**src/rtl/id_exe_stage_pkg.sv**
```systemverilog
// Shared encodings for the ID->EXE stage of the 5-stage MIPS core.
// Forwarding selects, operand-source selects, ALU operations and
// write-back source encodings are defined once here and imported
// by every file that needs them.
package id_exe_stage_pkg;

  // Operand forwarding select (exe_fwd_a_ctrl / exe_fwd_b_ctrl)
  typedef enum logic [1:0] {
    FWD_NO      = 2'd0,  // register-file read data from ID
    FWD_ALU_EXE = 2'd1,  // ALU result of the instruction now in EXE
    FWD_ALU_MEM = 2'd2,  // ALU result held in MEM
    FWD_MEM     = 2'd3   // load data returned in MEM
  } fwd_sel_e;

  // ALU operand A source
  localparam logic [1:0] EXE_A_RS   = 2'd0;
  localparam logic [1:0] EXE_A_PC   = 2'd1;
  localparam logic [1:0] EXE_A_ZERO = 2'd2;

  // ALU operand B source
  localparam logic [1:0] EXE_B_RT   = 2'd0;
  localparam logic [1:0] EXE_B_IMM  = 2'd1;
  localparam logic [1:0] EXE_B_FOUR = 2'd2;

  // ALU operation
  localparam logic [3:0] EXE_ALU_ADD = 4'd0;
  localparam logic [3:0] EXE_ALU_SUB = 4'd1;
  localparam logic [3:0] EXE_ALU_AND = 4'd2;
  localparam logic [3:0] EXE_ALU_OR  = 4'd3;
  localparam logic [3:0] EXE_ALU_XOR = 4'd4;
  localparam logic [3:0] EXE_ALU_NOR = 4'd5;
  localparam logic [3:0] EXE_ALU_SLT = 4'd6;
  localparam logic [3:0] EXE_ALU_SLL = 4'd7;
  localparam logic [3:0] EXE_ALU_SRL = 4'd8;
  localparam logic [3:0] EXE_ALU_SRA = 4'd9;
  localparam logic [3:0] EXE_ALU_LUI = 4'd10;

  // Write-back data source
  localparam logic WB_DATA_ALU = 1'b0;
  localparam logic WB_DATA_MEM = 1'b1;

endpackage

```
**src/rtl/id_exe_stage_fwd_mux.sv**
```systemverilog
// 4:1 operand forwarding mux placed in front of the ID->EXE register.
// Ports:
//   sel          in  2       forwarding select (fwd_sel_e encoding)
//   id_data      in  DATA_W  register-file read data
//   alu_out_exe  in  DATA_W  ALU result in EXE
//   alu_out_mem  in  DATA_W  ALU result in MEM
//   mem_dout_mem in  DATA_W  load data in MEM
//   dout         out DATA_W  selected operand
module id_exe_stage_fwd_mux
  import id_exe_stage_pkg::*;
#(
  parameter int unsigned DATA_W = 32
) (
  input  logic [1:0]        sel,
  input  logic [DATA_W-1:0] id_data,
  input  logic [DATA_W-1:0] alu_out_exe,
  input  logic [DATA_W-1:0] alu_out_mem,
  input  logic [DATA_W-1:0] mem_dout_mem,
  output logic [DATA_W-1:0] dout
);

  always_comb begin
    dout = id_data;
    case (fwd_sel_e'(sel))
      FWD_NO:      dout = id_data;
      FWD_ALU_EXE: dout = alu_out_exe;
      FWD_ALU_MEM: dout = alu_out_mem;
      FWD_MEM:     dout = mem_dout_mem;
      default:     dout = id_data;
    endcase
  end

endmodule

```
**src/rtl/id_exe_stage.sv**
```systemverilog
// ID->EXE pipeline register of the 5-stage MIPS core.
// Executes the controller's exe_rst (flush to bubble) / exe_en (capture)
// commands, applies operand forwarding in front of the register, and
// returns registered EXE-stage feedback for hazard detection.
// Ports:
//   clk, rst (async, active-high)
//   exe_rst, exe_en           flush / enable commands (flush wins)
//   id_*, id_ctrl_*           ID-stage instruction fields and control
//   exe_fwd_a/b_ctrl          forwarding selects for rs / rt
//   alu_out_exe, alu_out_mem, mem_dout_mem   forwarding sources
//   exe_*                     registered copies of the ID fields
//   exe_valid                 EXE holds a real instruction
//   regw_addr_exe, wb_wen_exe, wb_data_src_exe, is_branch_exe  feedback
//   perf_issued, perf_bubbles counters
// Build option: define EXE_PERF_CNT_EN to implement the saturating
// performance counters; otherwise they read 0 and have no flops.
module id_exe_stage
  import id_exe_stage_pkg::*;
#(
  parameter int unsigned DATA_W     = 32,
  parameter int unsigned REG_ADDR_W = 5
) (
  input  logic                  clk,
  input  logic                  rst,
  input  logic                  exe_rst,
  input  logic                  exe_en,
  input  logic                  id_valid,
  input  logic [DATA_W-1:0]     id_pc,
  input  logic [DATA_W-1:0]     id_inst,
  input  logic [DATA_W-1:0]     id_data_rs,
  input  logic [DATA_W-1:0]     id_data_rt,
  input  logic [DATA_W-1:0]     id_imm,
  input  logic [REG_ADDR_W-1:0] id_regw_addr,
  input  logic [1:0]            id_ctrl_exe_a_src,
  input  logic [1:0]            id_ctrl_exe_b_src,
  input  logic [3:0]            id_ctrl_exe_alu_oper,
  input  logic                  id_ctrl_mem_ren,
  input  logic                  id_ctrl_mem_wen,
  input  logic                  id_ctrl_wb_data_src,
  input  logic                  id_ctrl_wb_wen,
  input  logic                  id_ctrl_is_branch,
  input  logic                  id_ctrl_fwd_m,
  input  logic [1:0]            exe_fwd_a_ctrl,
  input  logic [1:0]            exe_fwd_b_ctrl,
  input  logic [DATA_W-1:0]     alu_out_exe,
  input  logic [DATA_W-1:0]     alu_out_mem,
  input  logic [DATA_W-1:0]     mem_dout_mem,
  output logic [DATA_W-1:0]     exe_pc,
  output logic [DATA_W-1:0]     exe_inst,
  output logic [DATA_W-1:0]     exe_data_rs,
  output logic [DATA_W-1:0]     exe_data_rt,
  output logic [DATA_W-1:0]     exe_imm,
  output logic [REG_ADDR_W-1:0] exe_regw_addr,
  output logic [1:0]            exe_a_src,
  output logic [1:0]            exe_b_src,
  output logic [3:0]            exe_alu_oper,
  output logic                  exe_mem_ren,
  output logic                  exe_mem_wen,
  output logic                  exe_wb_data_src,
  output logic                  exe_wb_wen,
  output logic                  exe_is_branch,
  output logic                  exe_fwd_m,
  output logic                  exe_valid,
  output logic [REG_ADDR_W-1:0] regw_addr_exe,
  output logic                  wb_wen_exe,
  output logic                  wb_data_src_exe,
  output logic                  is_branch_exe,
  output logic [31:0]           perf_issued,
  output logic [31:0]           perf_bubbles
);

  typedef struct packed {
    logic                  valid;
    logic [DATA_W-1:0]     pc;
    logic [DATA_W-1:0]     inst;
    logic [DATA_W-1:0]     data_rs;
    logic [DATA_W-1:0]     data_rt;
    logic [DATA_W-1:0]     imm;
    logic [REG_ADDR_W-1:0] regw_addr;
    logic [1:0]            a_src;
    logic [1:0]            b_src;
    logic [3:0]            alu_oper;
    logic                  mem_ren;
    logic                  mem_wen;
    logic                  wb_data_src;
    logic                  wb_wen;
    logic                  is_branch;
    logic                  fwd_m;
  } stage_t;

  stage_t            stage_d, stage_q;
  logic [DATA_W-1:0] fwd_rs, fwd_rt;

  id_exe_stage_fwd_mux #(.DATA_W(DATA_W)) u_fwd_mux_rs (
    .sel          (exe_fwd_a_ctrl),
    .id_data      (id_data_rs),
    .alu_out_exe  (alu_out_exe),
    .alu_out_mem  (alu_out_mem),
    .mem_dout_mem (mem_dout_mem),
    .dout         (fwd_rs)
  );

  id_exe_stage_fwd_mux #(.DATA_W(DATA_W)) u_fwd_mux_rt (
    .sel          (exe_fwd_b_ctrl),
    .id_data      (id_data_rt),
    .alu_out_exe  (alu_out_exe),
    .alu_out_mem  (alu_out_mem),
    .mem_dout_mem (mem_dout_mem),
    .dout         (fwd_rt)
  );

  // Flush beats enable; a bubble is the all-zero record (inst 0 = NOP).
  always_comb begin
    stage_d = stage_q;
    if (exe_rst) begin
      stage_d = '0;
    end else if (exe_en) begin
      stage_d.valid       = id_valid;
      stage_d.pc          = id_pc;
      stage_d.inst        = id_inst;
      stage_d.data_rs     = fwd_rs;
      stage_d.data_rt     = fwd_rt;
      stage_d.imm         = id_imm;
      stage_d.regw_addr   = id_regw_addr;
      stage_d.a_src       = id_ctrl_exe_a_src;
      stage_d.b_src       = id_ctrl_exe_b_src;
      stage_d.alu_oper    = id_ctrl_exe_alu_oper;
      stage_d.wb_data_src = id_ctrl_wb_data_src;
      stage_d.fwd_m       = id_ctrl_fwd_m;
      // Side-effecting controls are suppressed for a non-valid slot.
      stage_d.mem_ren     = id_ctrl_mem_ren   & id_valid;
      stage_d.mem_wen     = id_ctrl_mem_wen   & id_valid;
      stage_d.wb_wen      = id_ctrl_wb_wen    & id_valid;
      stage_d.is_branch   = id_ctrl_is_branch & id_valid;
    end
  end

  always_ff @(posedge clk or posedge rst) begin
    if (rst) stage_q <= '0;
    else     stage_q <= stage_d;
  end

  assign exe_valid       = stage_q.valid;
  assign exe_pc          = stage_q.pc;
  assign exe_inst        = stage_q.inst;
  assign exe_data_rs     = stage_q.data_rs;
  assign exe_data_rt     = stage_q.data_rt;
  assign exe_imm         = stage_q.imm;
  assign exe_regw_addr   = stage_q.regw_addr;
  assign exe_a_src       = stage_q.a_src;
  assign exe_b_src       = stage_q.b_src;
  assign exe_alu_oper    = stage_q.alu_oper;
  assign exe_mem_ren     = stage_q.mem_ren;
  assign exe_mem_wen     = stage_q.mem_wen;
  assign exe_wb_data_src = stage_q.wb_data_src;
  assign exe_wb_wen      = stage_q.wb_wen;
  assign exe_is_branch   = stage_q.is_branch;
  assign exe_fwd_m       = stage_q.fwd_m;

  assign regw_addr_exe   = stage_q.regw_addr;
  assign wb_data_src_exe = stage_q.wb_data_src;
  assign wb_wen_exe      = stage_q.wb_wen    & stage_q.valid;
  assign is_branch_exe   = stage_q.is_branch & stage_q.valid;

`ifdef EXE_PERF_CNT_EN
  logic [31:0] perf_issued_d, perf_issued_q;
  logic [31:0] perf_bubbles_d, perf_bubbles_q;

  always_comb begin
    perf_issued_d  = perf_issued_q;
    perf_bubbles_d = perf_bubbles_q;
    if (exe_rst) begin
      if (perf_bubbles_q != '1) perf_bubbles_d = perf_bubbles_q + 32'd1;
    end else if (exe_en && id_valid) begin
      if (perf_issued_q != '1) perf_issued_d = perf_issued_q + 32'd1;
    end
  end

  always_ff @(posedge clk or posedge rst) begin
    if (rst) begin
      perf_issued_q  <= '0;
      perf_bubbles_q <= '0;
    end else begin
      perf_issued_q  <= perf_issued_d;
      perf_bubbles_q <= perf_bubbles_d;
    end
  end

  assign perf_issued  = perf_issued_q;
  assign perf_bubbles = perf_bubbles_q;
`else
  assign perf_issued  = '0;
  assign perf_bubbles = '0;
`endif

endmodule

```
**config.mk**
```make
export PLATFORM = sky130hd
export DESIGN_NAME = id_exe_stage
export DESIGN_NICKNAME = d
export VERILOG_FILES = /design/src/rtl/id_exe_stage_pkg.sv /design/src/rtl/id_exe_stage_fwd_mux.sv /design/src/rtl/id_exe_stage.sv
export SDC_FILE = /design/constraint.sdc
export NUM_CORES = 1
export LEC_CHECK = 0
export CORE_AREA = 2 2 211 213
export CTS_BUF_LIST = sky130_fd_sc_hd__clkbuf_8
export DETAILED_ROUTE_END_ITERATION = 8
export DIE_AREA = 0 0 213 215
export HOLD_SLACK_MARGIN = 0.08
export PLACE_DENSITY_LB_ADDON = 0.25
export REMOVE_ABC_BUFFERS = 1
export SLEW_MARGIN = 20
export SYNTH_ARGS = -nofsm -noshare
export SYNTH_HDL_FRONTEND = slang
export SYNTH_HIERARCHICAL = 1
export SYNTH_SLANG_ARGS = --single-unit
```
**constraint.sdc**
```tcl
create_clock -name clk -period 7.1 [get_ports clk]
set_input_delay 0.71 -clock clk [delete_from_list [all_inputs] [get_ports clk]]
set_output_delay 0.71 -clock clk [all_outputs]
set_load 0.1 [all_outputs]
```
==> reports/qor.txt, run 1 <==
area after detailed placement -> 0.01420 mm^2
Seq pwr share -> 0.367
hold slack -> 523.4 ps
TritonCTS clock tree -> yes
fraction of final layout cells with drive strength greater than 1 -> 0.08446
Setup crit start kind -> flip-flop
final standard cell area without fillers -> 0.01459 mm^2
combinational family with the most area after synthesis -> multiplexers
DIE HEIGHT -> 215 um
number of vias after detailed routing -> 7,148
clock latency on the worst-skew pair -> 490 ps
Critical Path, Cell by Cell -> and2_1 > clkdlybuf4s50_1
cell area after synthesis -> 0.009525 mm^2
hpwl dp -> 22.74 mm
First DRT Iteration DRCs -> 290
Distinct cells, synth -> 17
vias in the first global route -> 7,660
Final Cycle Share -> 0.4031
floorplan die area -> 0.04580 mm^2
Hold Path Class -> flip-flop to flip-flop
clock network fraction of total power -> 0.237
cells resized by post-CTS repair -> 0
critical path data required time -> 6390 ps
arrival time reported for the critical path endpoint -> 2150 ps
mean instance size in the synthesized netlist -> 12.92 um^2
number of max-capacitance violations reported -> 0
number of vias per cell -> 4.023
xor/xnor share of the synthesized area -> 0
power dissipated by switching net loads -> 1.273 mW
clock tree sinks -> 180
Clock Skews -> 0 ps
remaining number of nets flagged by the antenna check after routing -> 0
RSZ-0062 raised after global routing -> false
multiplexer area fraction after synthesis -> 0.3378
H-tree depth reported by CTS -> 4
Core Area -> 0.04364 mm^2
drt total wl -> 30.89 mm
pin count of the biggest net entering global routing -> 103
num rows -> 77
routability cong. -> 0.7583
initial core utilization -> 0.2183
result of the run -> complete, no violations
minimum period implied by the final worst setup slack -> 2862 ps
Hold Startpoint -> exe_data_rt[9]$_DFFE_PP0P_
wire length of the first global-routing pass -> 46.31 mm
share of synthesized cell area in full adder, half adder and majority cells -> 0
iteration count of the initial detailed-routing pass -> 4
logic gate share of total power -> 0.396
count of warnings emitted by yosys -> 6
share of the synthesized area in compound gates (AO/OA/AOI/OAI) -> 0.002102
horizontal die dimension -> 213 um
fin. max-slew vios -> 0
Tightest Pin Transition -> 1049 ps
number of cells produced by synthesis -> 737
number of top-level pins -> 536
Pwr per Cell Area -> 210.0 mW/mm^2
IO buf count -> 471
final-report setup violation count -> 0
total CTS buffers -> 17
Synth Area in Simple Gates -> 0.07540
critical register-to-register path endpoint -> exe_data_rs[16]$_DFFE_PP0P_
Hold Crit Endpoint -> exe_data_rt[9]$_DFFE_PP0P_
Slew HR -> 0.2984
leakage -> 6.424 nW
maximum clock rate -> 349.4 MHz
Post CTS Setup Buffer Count -> 0
Critical-path top delay cell -> sky130_fd_sc_hd__clkdlybuf4s50_1
initial antenna violation count -> 0
number of hold violations in the final report -> 0
number of cells traversed by the worst hold path -> 2
nature of the critical path endpoint -> primary output
Worst Setup Path Type -> flip-flop to primary output
Post-layout nets -> 1,456
area overhead of the layout relative to synthesis -> 53.17%
CTS Hold Buffers Added -> 0
root buffer cell -> sky130_fd_sc_hd__clkbuf_8
share of synthesized area occupied by flip-flops and latches -> 0.4729
Routed wire per std cell -> 17.38 um
Final TNS setup -> 0 ps
synthesized flop and latch total -> 180
reg2reg start -> exe_data_rs[16]$_DFFE_PP0P_
Internal Pwr Total -> 1.792 mW
combined global-route utilization of all metal layers -> 0.1348
number of DRC violations after detailed routing -> 0
depth of the worst register-to-register path -> 2
Switching Fraction -> 0.4154
Critical Path Max Stage Delay -> 1120 ps
maximum vdd ir drop -> 0.0001129 V
reg2reg setup slack -> 6320 ps
deepest clock path buffer count -> 2
grt ovf -> 0
critical path peak fanout -> 3
clock slew at reported path FFs -> 100 ps
-- cells by family after synthesis --
logic type,count (synthesis)
compound gates,4
mux,240
other cells,1
buf+inv,126
simple gates,186
flops,180
-- cells in the mapped netlist --
cell type,count,area [um^2]
sky130_fd_sc_hd__nor2_1,176,660.6
sky130_fd_sc_hd__mux2i_1,176,1762
sky130_fd_sc_hd__nand3_1,4,20.02
sky130_fd_sc_hd__mux4_1,4,105.1
sky130_fd_sc_hd__conb_1,1,3.750
sky130_fd_sc_hd__dfrtp_1,180,4504
sky130_fd_sc_hd__nand2b_1,4,25.02
sky130_fd_sc_hd__buf_6,9,101.4
sky130_fd_sc_hd__buf_4,74,555.5
sky130_fd_sc_hd__and2_1,2,12.51
sky130_fd_sc_hd__clkbuf_1,12,45.04
sky130_fd_sc_hd__buf_8,10,150.1
sky130_fd_sc_hd__buf_12,7,140.1
sky130_fd_sc_hd__buf_2,13,65.06
sky130_fd_sc_hd__inv_1,1,3.750
sky130_fd_sc_hd__mux4_2,60,1351
sky130_fd_sc_hd__a21oi_1,4,20.02
-- metal layers --
layer,share of wire,vias up,GRT usage
met5,0,-,0
met4,0.014,0,0.04172
met3,0.092,23,0.05407
met2,0.49,315,0.2268
met1,0.40,3506,0.1559
li1,-,3304,-
-- flip-flops by register name (all words and copies together), names as in the netlist --
| name | cells |
|---|---|
| exe_data_rs | 32 |
| exe_mem_wen | 1 |
| exe_alu_oper | 4 |
| exe_wb_wen | 1 |
| exe_valid | 1 |
| exe_regw_addr | 5 |
| exe_is_branch | 1 |
| exe_data_rt | 32 |
| exe_fwd_m | 1 |
| exe_inst | 32 |
| exe_imm | 32 |
| exe_a_src | 2 |
| exe_wb_data_src | 1 |
| exe_b_src | 2 |
| exe_pc | 32 |
| exe_mem_ren | 1 |
-- critical path, delay by kind of cell (launching register included) --
family / cells / cell delay [ps]
AND/OR/NAND/NOR: 1 / 130
buffers and inverters: 1 / 1120
flip-flops: 1 / 390
-- power by group through the flow --
stage | combinational, mW | clock [mW] | sequential (mW)
after CTS | 1.22 | 0.767 | 1.13
final | 1.21 | 0.727 | 1.12
after global placement | 1.22 | 0 | 1.14
after global routing | 1.26 | 0.813 | 1.13
after floorplan | 0.322 | 0 | 1.62
after detailed placement | 1.22 | 0 | 1.14
-- worst max path at each step --
stage                                         start                           to  slack (ps)  cells past startpoint
after floorplan                                 rst     exe_a_src[0]$_DFFE_PP0P_        1500                      1
after global placement                          rst  exe_alu_oper[1]$_DFFE_PP0P_        4240                      3
after detailed placement                        rst  exe_alu_oper[1]$_DFFE_PP0P_        4260                      3
after CTS                 exe_is_branch$_DFFE_PP0P_                is_branch_exe        4150                      2
after global routing          exe_valid$_DFFE_PP0P_                   wb_wen_exe        4110                      2
final                     exe_is_branch$_DFFE_PP0P_                is_branch_exe        4240                      2
-- cell usage in the layout (no fill, tap or decap) --
| master | count |
|---|---|
| sky130_fd_sc_hd__a21oi_1 | 4 |
| sky130_fd_sc_hd__and2_1 | 2 |
| sky130_fd_sc_hd__buf_2 | 4 |
| sky130_fd_sc_hd__buf_4 | 7 |
| sky130_fd_sc_hd__buf_6 | 1 |
| sky130_fd_sc_hd__buf_8 | 1 |
| sky130_fd_sc_hd__bufinv_16 | 3 |
| sky130_fd_sc_hd__clkbuf_8 | 17 |
| sky130_fd_sc_hd__clkdlybuf4s50_1 | 465 |
| sky130_fd_sc_hd__clkinv_2 | 2 |
| sky130_fd_sc_hd__clkinv_4 | 2 |
| sky130_fd_sc_hd__clkinvlp_4 | 3 |
| sky130_fd_sc_hd__conb_1 | 64 |
| sky130_fd_sc_hd__dfrtp_1 | 180 |
| sky130_fd_sc_hd__diode_2 | 1 |
| sky130_fd_sc_hd__inv_1 | 5 |
| sky130_fd_sc_hd__mux2i_1 | 176 |
| sky130_fd_sc_hd__mux4_1 | 4 |
| sky130_fd_sc_hd__mux4_2 | 60 |
| sky130_fd_sc_hd__nand2b_1 | 4 |
| sky130_fd_sc_hd__nand3_1 | 4 |
| sky130_fd_sc_hd__nor2_1 | 176 |
-- cell type report --
cell class / instances / area, um^2
clock buffer: 17 / 234.0
inverter: 1 / 8.758
timing repair buffer: 478 / 4753
tap: 592 / 740.7
clock inverter: 14 / 150.1
antenna: 1 / 2.502
fill: 4432 / 29050
sequential: 180 / 4504
multi-input combinational: 494 / 4197
-- metrics by stage --
| step | std cells | utilization | setup WS [ps] | total power [mW] |
|---|---|---|---|---|
| final | 1777 | 0.3343 | 4238 | 3.064 |
| after global routing | 1776 | 0.3343 | 4108 | 3.209 |
| after CTS | 1776 | 0.3343 | 4154 | 3.118 |
| after detailed placement | 1745 | 0.3254 | 4265 | 2.368 |
| after global placement | 1745 | 0.3254 | 4245 | 2.364 |
| after floorplan | 675 | - | 1503 | 1.945 |
(Power assumes the default switching activity.)
==> inputs of run 2 (changes only) <==
Settings changed: CORE_AREA 2 2 211 213 to 2 2 210 212, DIE_AREA 0 0 213 215 to 0 0 212 214.
Clock period 7.1 ns to 2.36 ns, I/O delays scaled along.
==> reports/qor.txt, run 2 (synthesis results as in run 1) <==
result of the run -> complete, no violations
Clock Skews -> 0 ps (unchanged)
minimum period implied by the final worst setup slack -> 1622 ps
critical register-to-register path endpoint -> exe_data_rt[8]$_DFFE_PP0P_
Pwr per Cell Area -> 666.1 mW/mm^2 (+220%)
combined global-route utilization of all metal layers -> 0.1415 (+0.006765)
fraction of final layout cells with drive strength greater than 1 -> 0.2565 (+0.1720)
Core Area -> 0.04289 mm^2 (-1.7%)
horizontal die dimension -> 212 um (-0.47%)
deepest clock path buffer count -> 2 (unchanged)
clock latency on the worst-skew pair -> 500 ps (about the same)
fin. max-slew vios -> 0 (unchanged)
Critical Path Max Stage Delay -> 450 ps (-670 ps)
First DRT Iteration DRCs -> 267 (-7.9%)
Post-layout nets -> 1,472 (+1.1%)
critical path peak fanout -> 4 (+1)
Worst Setup Path Type -> flip-flop to primary output
final-report setup violation count -> 0 (unchanged)
pin count of the biggest net entering global routing -> 65 (-37%)
grt ovf -> 0 (unchanged)
area after detailed placement -> 0.01396 mm^2 (-1.7%)
number of DRC violations after detailed routing -> 0 (unchanged)
total CTS buffers -> 17 (unchanged)
number of top-level pins -> 536 (unchanged)
Hold Crit Endpoint -> exe_pc[31]$_DFFE_PP0P_
final standard cell area without fillers -> 0.01446 mm^2 (-0.88%)
clock slew at reported path FFs -> 100 ps (about the same)
Post CTS Setup Buffer Count -> 0 (unchanged)
Placement Setup Slack -> 737.7 ps (-3527 ps)
leakage -> 6.902 nW (+7.4%)
TritonCTS clock tree -> yes
Filler Cell Count -> 4,323 (-2.5%)
maximum vdd ir drop -> 0.0002868 V (+150%)
initial antenna violation count -> 1 (+1)
reg2reg start -> exe_data_rt[8]$_DFFE_PP0P_
Setup crit start kind -> flip-flop
area overhead of the layout relative to synthesis -> 51.82%
remaining number of nets flagged by the antenna check after routing -> 0 (unchanged)
root buffer cell -> sky130_fd_sc_hd__clkbuf_8
Final Cycle Share -> 0.6873
Tightest Pin Transition -> 511.8 ps (-537.2 ps)
drt total wl -> 32.23 mm (+4.3%)
num rows -> 76 (-1.3%)
nature of the critical path endpoint -> primary output
H-tree depth reported by CTS -> 4 (unchanged)
number of cells traversed by the worst hold path -> 3 (+1)
Final TNS setup -> 0 ps (unchanged)
Critical-path top delay cell -> sky130_fd_sc_hd__dfrtp_1
critical path data required time -> 2120 ps (-4270 ps)
RSZ-0062 raised after global routing -> false
DIE HEIGHT -> 214 um (-0.47%)
hpwl dp -> 24.44 mm (+7.5%)
maximum clock rate -> 616.5 MHz
setup slack of the critical path after layout -> 738.0 ps (-3500 ps)
family with the most delay on the worst path -> flip-flops
floorplan die area -> 0.04537 mm^2 (-0.93%)
most common cell after layout, fill and taps aside -> sky130_fd_sc_hd__clkdlybuf4s50_1
Util after Layout -> 0.3372 (+0.002896)
Critical Path, Cell by Cell -> and2_1 > buf_4
wire length of the first global-routing pass -> 48.09 mm (+3.8%)
routability cong. -> 0.7658 (+0.99%)
arrival time reported for the critical path endpoint -> 1390 ps (-760 ps)
initial core utilization -> 0.2221 (+0.003852)
most frequent cells in the layout -> sky130_fd_sc_hd__clkdlybuf4s50_1, sky130_fd_sc_hd__buf_4, sky130_fd_sc_hd__dfrtp_1
Routed wire per std cell -> 18.05 um (+3.8%)
IO buf count -> 471 (unchanged)
number of hold violations in the final report -> 0 (unchanged)
diode insertion count for antenna repair -> 0 (-1)
Hold Path Class -> input pin to flip-flop
hold slack -> 217.8 ps (-305.6 ps)
depth of the worst register-to-register path -> 2 (unchanged)
number of vias after detailed routing -> 7,173 (+0.35%)
number of buffer and inverter instances along the worst setup path -> 1 (unchanged)
vias in the first global route -> 7,738 (+1.0%)
reg2reg setup slack -> 1580 ps (-4740 ps)
Slew HR -> 0.6588 (+0.3603)
Hold Startpoint -> exe_en
clock tree sinks -> 180 (unchanged)
number of vias per cell -> 4.016 (-0.16%)
iteration count of the initial detailed-routing pass -> 4 (unchanged)
number of max-capacitance violations reported -> 0 (unchanged)
==> run 2: worst max-delay path by stage <==
| stage | startpoint | to | cells after the start |
|---|---|---|---|
| 2_1_floorplan | rst | exe_a_src[0]$_DFFE_PP0P_ | 1 |
| 3_5_place_dp | exe_fwd_a_ctrl[1] | exe_data_rs[16]$_DFFE_PP0P_ | 5 |
| 5_1_grt | exe_valid$_DFFE_PP0P_ | wb_wen_exe | 2 |
| 3_3_place_gp | exe_fwd_a_ctrl[1] | exe_data_rs[21]$_DFFE_PP0P_ | 5 |
| 6_report | exe_valid$_DFFE_PP0P_ | wb_wen_exe | 2 |
| 4_1_cts | exe_valid$_DFFE_PP0P_ | wb_wen_exe | 2 |
==> run 2: repair_timing <==
| item | in CTS | in global routing |
|---|---|---|
| endpoints found under the setup margin | 0 | 0 |
| resized for setup | 0 | 0 |
| hold buffers | 2 | 0 |
| endpoints found under the hold margin | 65 | 0 |
==> run 2: where the power goes <==
part	switching (mW)	total, mW	internal, mW
combinational	2.56	3.62	1.06
sequential	0.118	3.39	3.27
clock	1.24	2.62	1.38
total	3.92	9.63	5.72
==> run 2: layout make-up <==
type                    count  area, um^2  area share
inverters                   1       11.26   0.0007787
multi-input cells         494        4197      0.2902
well taps                 585       732.0     0.05061
clock inverters            11       195.2     0.01350
clock buffers              21       289.0     0.01999
repair buffers            494        4533      0.3135
flip-flops and latches    180        4504      0.3115
==> run 2: worst reg2reg max path, stage by stage (launching register included) <==
cell,delay [ps]
sky130_fd_sc_hd__dfrtp_1,470
sky130_fd_sc_hd__mux2i_1,150
sky130_fd_sc_hd__nor2_1,50
==> run 2: stage by stage <==
step	cells	total power, mW
2_1_floorplan	675	5.850
3_3_place_gp	1752	7.095
3_5_place_dp	1752	7.101
4_1_cts	1786	9.796
5_1_grt	1786	10.05
6_report	1786	9.633
==> run 2: layer usage <==
metal | share of wire | routed length [um] | GRT usage
met4 | 0.021 | 682 | 0.05235
met3 | 0.092 | 2978 | 0.05292
met5 | 0.00040 | 13 | 0
met1 | 0.40 | 12900 | 0.1641
met2 | 0.49 | 15660 | 0.2369
